==> config.mk <==
export PLATFORM = sky130hd
export DESIGN_NAME = sha256_msg_padder
export DESIGN_NICKNAME = d
export VERILOG_FILES = /design/src/rtl/sha256_msg_padder.sv
export SDC_FILE = /design/constraint.sdc
export NUM_CORES = 1
export LEC_CHECK = 0
export BUFFER_PORTS_ARGS = -buffer_cell sky130_fd_sc_hd__buf_2
export CORE_AREA = 4 4 236 238
export DETAILED_ROUTE_END_ITERATION = 6
export DIE_AREA = 0 0 240 242
export HOLD_SLACK_MARGIN = 0.08
export PLACE_DENSITY = 0.67
export SLEW_MARGIN = 25
export SYNTH_ARGS = -nofsm -noshare
export SYNTH_HDL_FRONTEND = slang
export SYNTH_SLANG_ARGS = --single-unit
==> constraint.sdc <==
create_clock -name clk -period 4.05 [get_ports clk]
set_input_delay 0.2025 -clock clk [delete_from_list [all_inputs] [get_ports clk]]
set_output_delay 0.2025 -clock clk [all_outputs]
set_load 0.03 [all_outputs]
==> src/rtl/sha256_msg_padder.sv <==
// sha256_msg_padder
// Turns a byte-length-tagged message, delivered as 64-bit beats, into
// SHA-256 padded 512-bit chunks for the compression stage.
//
// Ports:
//   clk, reset     clock, synchronous active-high reset
//   msg_start      pulse to begin a message (taken only when idle)
//   msg_len        message length in bytes, sampled with msg_start
//   busy           high from message acceptance until the last chunk handshake
//   in_valid       beat valid
//   in_data        8 message bytes, first byte in [63:56]
//   in_ready       padder accepts a beat this cycle
//   chunk_valid    chunk_data valid
//   chunk_ready    downstream accepts the chunk
//   chunk_data     word j in [32j+31:32j], big-endian bytes within a word
//   chunk_first    chunk is the first of its message
//   chunk_last     chunk is the final chunk of its message
module sha256_msg_padder #(
    parameter int unsigned CHUNKSIZE = 512,
    parameter int unsigned LEN_W     = 32
) (
    input  logic                 clk,
    input  logic                 reset,
    input  logic                 msg_start,
    input  logic [LEN_W-1:0]     msg_len,
    output logic                 busy,
    input  logic                 in_valid,
    input  logic [63:0]          in_data,
    output logic                 in_ready,
    output logic                 chunk_valid,
    input  logic                 chunk_ready,
    output logic [CHUNKSIZE-1:0] chunk_data,
    output logic                 chunk_first,
    output logic                 chunk_last
);

    localparam int unsigned WORDS      = 16;
    localparam int unsigned WORD_W     = 32;
    localparam int unsigned BEAT_BYTES = 8;
    localparam int unsigned LBITS_W    = 64;
    localparam int unsigned BYTES_W    = 7;    // byte count within a chunk, 0..64
    localparam int unsigned MAX_LEN_IN = 55;   // last byte index that still leaves room for the length

    typedef enum logic [1:0] {
        IDLE = 2'd0,
        LOAD = 2'd1,
        EMIT = 2'd2,
        TAIL = 2'd3
    } state_t;

    state_t                 state_q;
    state_t                 state_d;

    logic [LEN_W-1:0]       bytes_left_q;
    logic [LBITS_W-1:0]     len_bits_q;
    logic [2:0]             beat_ptr_q;
    logic                   first_q;
    logic                   last_q;
    logic                   pad_pending_q;
    logic                   go_tail_q;
    logic [WORD_W-1:0]      buf_q [WORDS];

    logic                   in_ready_d;
    logic                   chunk_valid_d;
    logic                   busy_d;

    logic                   beat_fire;
    logic                   take_full;
    logic                   last_beat;
    logic [3:0]             take;
    logic [BYTES_W-1:0]     chunk_bytes;
    logic                   fits_len;
    logic [2:0]             next_ptr;
    logic [63:0]            beat_masked;

    // Beat bookkeeping: how many bytes this beat contributes and where the chunk ends up.
    always_comb begin
        beat_fire   = (state_q == LOAD) && in_valid;
        take_full   = (bytes_left_q >= LEN_W'(BEAT_BYTES));
        last_beat   = (bytes_left_q <= LEN_W'(BEAT_BYTES));
        take        = take_full ? 4'd8 : bytes_left_q[3:0];
        chunk_bytes = {1'b0, beat_ptr_q, 3'b000} + {3'b000, take};
        fits_len    = (chunk_bytes <= BYTES_W'(MAX_LEN_IN));
        next_ptr    = beat_ptr_q + 3'd1;
    end

    // Keep valid bytes, place the 0x80 marker right after them, zero the rest.
    // With a full beat take==8, so the marker never lands inside the beat.
    always_comb begin
        beat_masked = '0;
        for (int i = 0; i < 8; i++) begin
            if (4'(i) < take) begin
                beat_masked[63-8*i -: 8] = in_data[63-8*i -: 8];
            end else if (4'(i) == take) begin
                beat_masked[63-8*i -: 8] = 8'h80;
            end
        end
    end

    // State register.
    always_ff @(posedge clk) begin
        if (reset) begin
            state_q <= IDLE;
        end else begin
            state_q <= state_d;
        end
    end

    // Next-state logic.
    always_comb begin
        state_d = state_q;
        case (state_q)
            IDLE: begin
                if (msg_start) begin
                    state_d = (msg_len == '0) ? TAIL : LOAD;
                end
            end
            LOAD: begin
                if (beat_fire && (last_beat || (beat_ptr_q == 3'd7))) begin
                    state_d = EMIT;
                end
            end
            TAIL: begin
                state_d = EMIT;
            end
            EMIT: begin
                if (chunk_ready) begin
                    if (last_q) begin
                        state_d = IDLE;
                    end else if (go_tail_q) begin
                        state_d = TAIL;
                    end else begin
                        state_d = LOAD;
                    end
                end
            end
            default: begin
                state_d = IDLE;
            end
        endcase
    end

    // Output decode from the upcoming state so the handshake outputs come straight from flops.
    always_comb begin
        in_ready_d    = 1'b0;
        chunk_valid_d = 1'b0;
        busy_d        = 1'b0;
        case (state_d)
            LOAD: begin
                in_ready_d = 1'b1;
                busy_d     = 1'b1;
            end
            EMIT: begin
                chunk_valid_d = 1'b1;
                busy_d        = 1'b1;
            end
            TAIL: begin
                busy_d = 1'b1;
            end
            default: begin
                busy_d = 1'b0;
            end
        endcase
    end

    // Registered handshake outputs.
    always_ff @(posedge clk) begin
        if (reset) begin
            in_ready    <= 1'b0;
            chunk_valid <= 1'b0;
            busy        <= 1'b0;
        end else begin
            in_ready    <= in_ready_d;
            chunk_valid <= chunk_valid_d;
            busy        <= busy_d;
        end
    end

    // Chunk buffer and message bookkeeping.
    always_ff @(posedge clk) begin
        if (reset) begin
            bytes_left_q  <= '0;
            len_bits_q    <= '0;
            beat_ptr_q    <= '0;
            first_q       <= 1'b0;
            last_q        <= 1'b0;
            pad_pending_q <= 1'b0;
            go_tail_q     <= 1'b0;
            for (int w = 0; w < WORDS; w++) begin
                buf_q[w] <= '0;
            end
        end else begin
            case (state_q)
                IDLE: begin
                    if (msg_start) begin
                        bytes_left_q  <= msg_len;
                        len_bits_q    <= LBITS_W'({msg_len, 3'b000});
                        beat_ptr_q    <= '0;
                        first_q       <= 1'b1;
                        last_q        <= 1'b0;
                        go_tail_q     <= 1'b0;
                        pad_pending_q <= (msg_len == '0);
                        for (int w = 0; w < WORDS; w++) begin
                            buf_q[w] <= '0;
                        end
                    end
                end
                LOAD: begin
                    if (beat_fire) begin
                        buf_q[{beat_ptr_q, 1'b0}] <= beat_masked[63:32];
                        buf_q[{beat_ptr_q, 1'b1}] <= beat_masked[31:0];
                        bytes_left_q <= bytes_left_q - LEN_W'(take);
                        beat_ptr_q   <= next_ptr;
                        if (last_beat) begin
                            // A full final beat pushes the marker into the next beat slot,
                            // or into the tail chunk when this chunk is now full.
                            if (take_full && (beat_ptr_q != 3'd7)) begin
                                buf_q[{next_ptr, 1'b0}] <= 32'h8000_0000;
                            end
                            pad_pending_q <= take_full && (beat_ptr_q == 3'd7);
                            if (fits_len) begin
                                buf_q[14] <= len_bits_q[63:32];
                                buf_q[15] <= len_bits_q[31:0];
                                last_q    <= 1'b1;
                            end else begin
                                go_tail_q <= 1'b1;
                            end
                        end
                    end
                end
                TAIL: begin
                    for (int w = 0; w < WORDS; w++) begin
                        buf_q[w] <= '0;
                    end
                    buf_q[0]      <= pad_pending_q ? 32'h8000_0000 : 32'h0;
                    buf_q[14]     <= len_bits_q[63:32];
                    buf_q[15]     <= len_bits_q[31:0];
                    last_q        <= 1'b1;
                    pad_pending_q <= 1'b0;
                    go_tail_q     <= 1'b0;
                end
                EMIT: begin
                    if (chunk_ready) begin
                        first_q <= 1'b0;
                        last_q  <= 1'b0;
                        for (int w = 0; w < WORDS; w++) begin
                            buf_q[w] <= '0;
                        end
                    end
                end
                default: begin
                    first_q <= 1'b0;
                end
            endcase
        end
    end

    // Flatten the word buffer into the chunk bus.
    for (genvar j = 0; j < WORDS; j++) begin : g_word
        assign chunk_data[WORD_W*j +: WORD_W] = buf_q[j];
    end

    assign chunk_first = first_q;
    assign chunk_last  = last_q;

endmodule

==> flow_metrics.env, run 1 <==
export IMPL_clockBufferDepth=3
export IMPL_ys_seq_area_share_pct=64.5
export IMPL_combPwrFrac_pct=12.4
export IMPL_cts_tree="done"
export IMPL_cp_start_kind="register"
export IMPL_hold_buffers=58
export IMPL_wl_per_cell_um=26.1
export IMPL_hp_start="in_data[3]"
export IMPL_rows=85
export IMPL_die_w_um=240
export IMPL_antenna_found_initial=1
export IMPL_synth_warnings=0
export IMPL_worst_hold_path_endpoint="buf_q[13][3]"
export IMPL_synth_cells=2094
export IMPL_r2r_cells=13
export IMPL_post_cts_buffers=0
export IMPL_regArea_mm2=0.0143
export IMPL_leakagePower_nw=12.6
export IMPL_n_fill_cell=4741
export IMPL_setup_viol=0
export IMPL_syn_avg_cell_area_um2=10.6
export IMPL_ys_seq_elements=588
export IMPL_floorplan_die_height_um=242
export IMPL_outcome="finished clean"
export IMPL_switching_share_pct=27.4
export IMPL_htree_levels=2
export IMPL_net_switching_power_w=0.00376
export IMPL_grt_overflow=0
export IMPL_cts_resized=0
export IMPL_design_portCount=618
export IMPL_postRouteAntennaNets=0
export IMPL_clock_fmax_mhz=278
export IMPL_hold_ws_ns=0.130
export IMPL_drc=0
export IMPL_peakVddDrop_v=0.000356
export IMPL_async_flop_share_pct=0
export IMPL_fin_setup_tns_ns=0
export IMPL_pwr_share_seq_pct=47.9
export IMPL_p_int_w=0.00998
export IMPL_nets=2806
export IMPL_pwr_share_clk_pct=39.7
export IMPL_core_area_mm2=0.0536
export IMPL_drive_above_1_share_pct=29.4
export IMPL_hold_viol=0
export IMPL_finalCritPeriodShare_pct=88.7
export IMPL_syn_nets=2200
export IMPL_cts_sinks=588
export IMPL_drv_cap=0
export IMPL_path_class="register to register"
export IMPL_grt_pass1_vias=19500
export IMPL_synth_edf_count=256
export IMPL_clock_skew_ns=0.0271
export IMPL_synth_cell_type_count=73
export IMPL_min_path_type="input pin to register"
export IMPL_route_vias_total=20000
export IMPL_die_area_mm2=0.0581
export IMPL_hold_depth=3
export IMPL_grt_pass1_wl_um=131000
export IMPL_cts_root_buf="clkbuf_16"
export IMPL_r2r_start="bytes_left_q[16]"
export IMPL_multiInputGateArea_mm2=0.00720
export IMPL_vias_per_cell=5.80
export IMPL_r2r_end="buf_q[14][1]"
export IMPL_wirelength_um=90000
export IMPL_end_kind="register"
export IMPL_drt_initial_drc_count=1822
export IMPL_clock_latency_ns=0.62
export IMPL_start_util_pct=41.5
export IMPL_maxSlewViolCount=0
export IMPL_track_usage_pct=29.6
export IMPL_period_needed_ns=3.59
export IMPL_io_buffers=617
export IMPL_max_slew_margin_pct=30.8
export IMPL_worstPathRequired_ns=4.57
export IMPL_first_pass_iters=5
export IMPL_grt_max_degree=60
export IMPL_numCtsBuffers=60
export IMPL_worst_slew_pin_slew_ns=1.03
export IMPL_rsz0062_at_grt="no"
export IMPL_worst_r2r_setup_slack_ns=0.46
export IMPL_syn2layout_area_growth_pct=28.2
export IMPL_dp_hpwl_um=61800
export IMPL_synthFlopType="dfxtp_1"
export IMPL_arrival_ns=4.11
export IMPL_path_clk_slew_ns=0.06
export IMPL_gp_congestion=0.943
export IMPL_cp_max_fo=32
export IMPL_power_density_mw_per_mm2=482
export IMPL_synth_area_mm2=0.0222
## state kept, by name, indices dropped and copies added, names as in the netlist, 2 cells and up
signal	flops
buf_q	512
beat_ptr_q	3
len_bits_q	32
state_q	2
bytes_left_q	32
## synthesized netlist by cell type (4+ instances only)
cell,instances,area [µm²]
nor4_1,21,131
nor3_1,17,85.1
a31oi_1,11,68.8
a21oi_1,58,290
nand3_1,14,70.1
edfxtp_1,256,7690
inv_1,13,48.8
o21a_1,4,30.0
nand2_1,174,653
a21o_1,4,30.0
nor2_1,533,2000
a22oi_1,90,676
or4_1,11,82.6
a211oi_1,7,52.6
or2_2,5,31.3
o22ai_1,4,25.0
buf_4,4,30.0
a32oi_1,168,1470
clkbuf_2,21,105
nor2b_1,14,87.6
buf_1,6,22.5
or3_1,10,62.6
nand2b_1,10,62.6
clkbuf_1,128,480
nand4_1,8,50.1
ha_1,5,62.6
buf_2,27,135
dfxtp_1,332,6650
a221o_1,8,80.1
o211ai_1,6,45.0
o21ai_0,56,280
## stage by stage
step           worst slack (ns)  std cells  total power (W)  cell area (µm²)  utilization (%)
2_1_floorplan             0.219       2094          0.00768            22200                -
3_3_place_gp              0.602       3276          0.00834            26000             48.5
3_5_place_dp              0.504       3276          0.00836            26000             48.5
4_1_cts                   0.462       3444           0.0138            28500             53.2
5_1_grt                  0.0298       3445           0.0142            28500             53.2
6_report                  0.459       3445           0.0137            28500             53.2
## how the worst max path moves through the flow
stage	start	to	depth (start not counted)
floorplan	bytes_left_q[16]	buf_q[15][0]	12
global placement	bytes_left_q[16]	buf_q[14][0]	13
detailed placement	bytes_left_q[11]	buf_q[14][1]	13
CTS	bytes_left_q[11]	buf_q[14][1]	13
global route	bytes_left_q[16]	buf_q[14][1]	13
finish	bytes_left_q[16]	buf_q[14][1]	13
## logic make-up (layout without fill, tap and decap cells)
family | Yosys count | in the layout | share of synthesized area (%)
fa+ha+maj | 5 | 5 | 0.281
compound gates | 449 | 449 | 15.1
mux | 4 | 4 | 0.186
simple gates | 842 | 842 | 16.0
other cells | 1 | 2 | 0.0169
flops | 588 | 588 | 64.5
xor+xnor | 1 | 1 | 0.0394
buf+inv | 204 | 858 | 3.88
## worst max-delay path, stage by stage (launching register included)
cell and delay (ns):
dfxtp_1 0.37, nor4_1 0.48, nand4_1 0.25, nor2_2 0.21, inv_2 0.06, ha_1 0.19, ha_1 0.29, a31oi_1 0.17
a31oi_1 0.10, or2_2 0.37, o32ai_4 0.26, buf_4 0.37, a32oi_1 0.09, a211oi_1 0.27
## power groups by stage
| stage | Clock (W) | Sequential, W | Combinational (W) |
|---|---|---|---|
| 3_5_place_dp | 0 | 0.00671 | 0.00165 |
| 2_1_floorplan | 0 | 0.00708 | 0.000600 |
| 6_report | 0.00545 | 0.00659 | 0.00171 |
| 3_3_place_gp | 0 | 0.00670 | 0.00164 |
| 5_1_grt | 0.00578 | 0.00661 | 0.00179 |
| 4_1_cts | 0.00551 | 0.00659 | 0.00170 |
## metal layers
layer	up-vias	routed length (µm)	track usage, %
li1	8798	-	-
met1	9657	32900	35.9
met2	1300	43000	50.0
met3	238	9670	8.06
met4	0	4390	12.0
met5	-	0	0
## cell type report
class / count / area share (%)
multi-input combinational: 1302 / 25.3
timing repair buffer: 733 / 14.4
sequential: 588 / 50.3
tap: 696 / 3.05
antenna: 1 / 0.00878
clock inverter: 26 / 0.773
clock buffer: 84 / 5.98
inverter: 15 / 0.198
## layout by cell type (no fill, tap or decap), drive strengths merged, types with 3 or more instances in the layout
master       Yosys  layout
o31a             3       3
nor2b           14      14
nor2           534     534
bufinv           0       3
nand3           16      16
a311oi           3       3
nand4            8       8
inv             15      17
or4             11      11
o211ai           6       6
and2             3       3
o21a             4       4
mux2i            3       3
nand2b          10      10
a21o             4       4
o311ai           3       3
dfxtp          332     332
a32oi          168     168
or2              5       5
o21ai           59      59
buf             40     675
a221o            8       8
clkbuf         149      84
a21oi           58      58
a211oi           8       8
a22oi           90      90
a31oi           11      11
nor4            22      22
ha               5       5
o22ai            4       4
or3             10      10
edfxtp         256     256
nor3b            4       4
nand2          174     174
dlygate4sd3      0      58
nor3            19      19
clkinv           0      20
(Power assumes the default switching activity.)
==> inputs of run 2 (changes only) <==
--- a/config.mk
+++ b/config.mk
@@ -5,12 +5,13 @@
 export SDC_FILE = /design/constraint.sdc
 export NUM_CORES = 1
 export LEC_CHECK = 0
+export ABC_AREA = 1
 export BUFFER_PORTS_ARGS = -buffer_cell sky130_fd_sc_hd__buf_2
-export CORE_AREA = 4 4 236 238
+export CORE_AREA = 2 2 237 239
 export DETAILED_ROUTE_END_ITERATION = 6
-export DIE_AREA = 0 0 240 242
+export DIE_AREA = 0 0 239 241
 export HOLD_SLACK_MARGIN = 0.08
-export PLACE_DENSITY = 0.67
+export PLACE_DENSITY = 0.68
 export SLEW_MARGIN = 25
 export SYNTH_ARGS = -nofsm -noshare
 export SYNTH_HDL_FRONTEND = slang
==> run 2 against run 1 <==
- the run now ends with DRC left
- global-route usage grew 0.29 points
- flip-flop and latch count is the same
- combinational power shrank 2%
- worst setup slack gained 0.38 ns
- hold slack lost 0.031 ns
- synthesized cell count grew 18%
- fmax grew 12%
- clock power grew 3.9%
- highest routed layer unchanged
==> flow_metrics.env, run 2 <==
export IMPL_outcome="finished with violations"
export IMPL_violations="DRC"
export IMPL_setup_viol=0
export IMPL_pwr_share_clk_pct=40.7
export IMPL_drv_cap=0
export IMPL_cts_sinks=588
export IMPL_synth_fa_ha_area_share_pct=0.269
export IMPL_maxSlewViolCount=0
export IMPL_final_common_cell="buf_2"
export IMPL_synth_cell_type_count=49
export IMPL_io_buffers=617
export IMPL_peakVddDrop_v=0.000371
export IMPL_wirelength_um=90100
export IMPL_max_slew_margin_pct=30.0
export IMPL_post_cts_buffers=0
export IMPL_cp_max_fo=38
export IMPL_postRouteAntennaNets=0
export IMPL_rsz0062_at_grt="no"
export IMPL_yosysTopAreaCellShare_pct=33.0
export IMPL_r2r_start="bytes_left_q[24]"
export IMPL_nets=3190
export IMPL_synth_cells=2481
export IMPL_finalCritPeriodShare_pct=79.4
export IMPL_power_density_mw_per_mm2=473
export IMPL_first_pass_iters=7
export IMPL_multiInputGateArea_mm2=0.00772
export IMPL_worstPathRequired_ns=4.48
export IMPL_ys_seq_area_share_pct=61.6
export IMPL_drt_initial_drc_count=2141
export IMPL_synth_edf_count=256
export IMPL_cts_tree="done"
export IMPL_reg_largest_list="buf_q (512), bytes_left_q (32), len_bits_q (32)"
export IMPL_hold_depth=2
export IMPL_synth_xor_area_share_pct=0.339
export IMPL_drc=2
export IMPL_cp_start_kind="register"
export IMPL_htree_levels=2
export IMPL_syn_nets=2587
export IMPL_floorplan_die_height_um=241
export IMPL_synth_warnings=0
export IMPL_net_switching_power_w=0.00383
export IMPL_worst_slew_pin_slew_ns=1.05
export IMPL_design_portCount=618
export IMPL_final_cells=3842
export IMPL_grt_pass1_vias=20100
export IMPL_ys_top_cells_by_area="edfxtp_1 (33%), dfxtp_1 (29%), nand2_1 (7.6%)"
export IMPL_synth_top_area_cell="edfxtp_1"
export IMPL_antenna_found_initial=6
export IMPL_synth_top_family_by_area="simple AND/OR/NAND/NOR gates"
export IMPL_n_fill_cell=4985
export IMPL_dp_hpwl_um=62200
export IMPL_regArea_mm2=0.0143
export IMPL_yosys_cell_count_top_type="nand2_1"
export IMPL_fin_setup_tns_ns=0
export IMPL_rows=86
export IMPL_yosys_area_share_simple_pct=22.5
export IMPL_arrival_ns=3.64
export IMPL_hold_viol=0
export IMPL_end_kind="register"
export IMPL_clock_skew_ns=0.0317
export IMPL_grt_overflow=0
export IMPL_vias_per_cell=5.52
export IMPL_period_needed_ns=3.21
export IMPL_r2r_end="buf_q[1][26]"
export IMPL_pwr_share_seq_pct=47.3
export IMPL_start_util_pct=42.4
export IMPL_synth_top_cells_by_count="nand2_1 (473), dfxtp_1 (332), nor2_1 (313), a21oi_1 (264), nand3_1 (258)"
export IMPL_finalWorstSetupSlack_ns=0.836
export IMPL_clock_fmax_mhz=311
export IMPL_die_w_um=239
export IMPL_r2r_cells=11
export IMPL_largest_reg_flops=512
export IMPL_clock_latency_ns=0.63
export IMPL_placed_cells=3663
export IMPL_clockBufferDepth=3
export IMPL_leakagePower_nw=13.0
export IMPL_ys_seq_elements=588
export IMPL_numCtsBuffers=61
export IMPL_synth_area_mm2=0.0233
export IMPL_worst_hold_path_endpoint="state_q[0]"
export IMPL_worst_r2r_setup_slack_ns=0.84
export IMPL_hp_start="reset"
export IMPL_cts_root_buf="clkbuf_16"
export IMPL_wl_per_cell_um=23.5
export IMPL_regMostFlops="buf_q"
export IMPL_drive_above_1_share_pct=27.7
export IMPL_min_path_type="input pin to register"
export IMPL_syn_avg_cell_area_um2=9.38
export IMPL_synthFlopType="dfxtp_1"
export IMPL_pre_cts_slack_ns=0.958
export IMPL_path_class="register to register"
export IMPL_async_flop_share_pct=0
export IMPL_syn2layout_area_growth_pct=26.3
export IMPL_grt_max_degree=67
export IMPL_path_clk_slew_ns=0.06
export IMPL_p_int_w=0.0101
export IMPL_route_vias_total=21200
export IMPL_final_cell_mix="buf_2 (617), nand2_1 (473), dfxtp_1 (332), nor2_1 (300), a21oi_1 (264)"
export IMPL_synthMuxAreaShare_pct=0
export IMPL_switching_share_pct=27.5
export IMPL_gp_congestion=0.892
export IMPL_grt_pass1_wl_um=129000
export IMPL_core_area_mm2=0.0549
export IMPL_die_area_mm2=0.0576
export IMPL_combPwrFrac_pct=12.0
export IMPL_synth_compound_area_share_pct=9.47
export IMPL_track_usage_pct=29.9
run 2: logic make-up after synthesis:
logic type,count (synthesis)
compound gates,412
xor+xnor,9
fa+ha+maj,5
buf+inv,296
flops,588
other cells,1
simple gates,1170
run 2: per-stage QoR:
step                      utilization (%)  power, W  hold slack [ns]  area, µm²
after global placement               48.8   0.00830            0.432      26800
final                                53.5    0.0139           0.0989      29400
after global routing                 53.5    0.0143            0.105      29400
after CTS                            53.5    0.0139           0.0847      29400
after detailed placement             48.8   0.00831            0.436      26800
after floorplan                         -   0.00770            0.341      23300
run 2: critical path, stage by stage (launching register included):
cell     delay, ns
dfxtp_1       0.44
nor2_1        0.10
nand2_1       0.18
nor2_1        0.09
nand2_1       0.17
nor2_4        0.09
nand2_2       0.06
buf_4         0.40
inv_2         0.14
a31oi_2       0.56
nand2_1       0.43
nor2_1        0.36
run 2: worst max-delay path by stage:
| stage | from | to | slack (ns) | depth (start not counted) |
|---|---|---|---|---|
| final | bytes_left_q[24] | buf_q[1][26] | 0.84 | 11 |
| after global routing | state_q[0] | buf_q[15][29] | 0.58 | 13 |
| after CTS | bytes_left_q[24] | buf_q[1][26] | 0.96 | 11 |
| after detailed placement | bytes_left_q[24] | buf_q[1][26] | 0.96 | 11 |
| after global placement | state_q[0] | buf_q[8][23] | 1.01 | 14 |
| after floorplan | bytes_left_q[10] | buf_q[14][31] | 0.81 | 20 |
run 2: final cells by class:
| class | instances | share of cell area, % |
|---|---|---|
| clock buffer | 81 | 5.72 |
| sequential | 588 | 48.8 |
| multi-input combinational | 1597 | 26.3 |
| antenna | 5 | 0.0426 |
| inverter | 118 | 1.52 |
| tap | 704 | 3.00 |
| clock inverter | 31 | 1.05 |
| timing repair buffer | 718 | 13.6 |
run 2: power by group through the flow:
stage	combinational (W)	sequential (W)	clock, W
final	0.00167	0.00658	0.00566
after global routing	0.00177	0.00661	0.00591
after CTS	0.00166	0.00658	0.00570
after detailed placement	0.00161	0.00671	0
after global placement	0.00160	0.00670	0
after floorplan	0.000622	0.00708	0
run 2: routing by layer:
metal / GRT usage (%) / up-vias / share of wire, %
li1: - / 9553 / -
met1: 37.9 / 10200 / 39
met2: 48.1 / 1266 / 46
met3: 6.89 / 258 / 9.7
met4: 15.3 / 0 / 5.2
met5: 0 / - / 0
run 2: timing repair:
action                                 CTS  global route
endpoints found under the hold margin  275             0
gates resized for setup                  0             0
hold buffers                            62             0
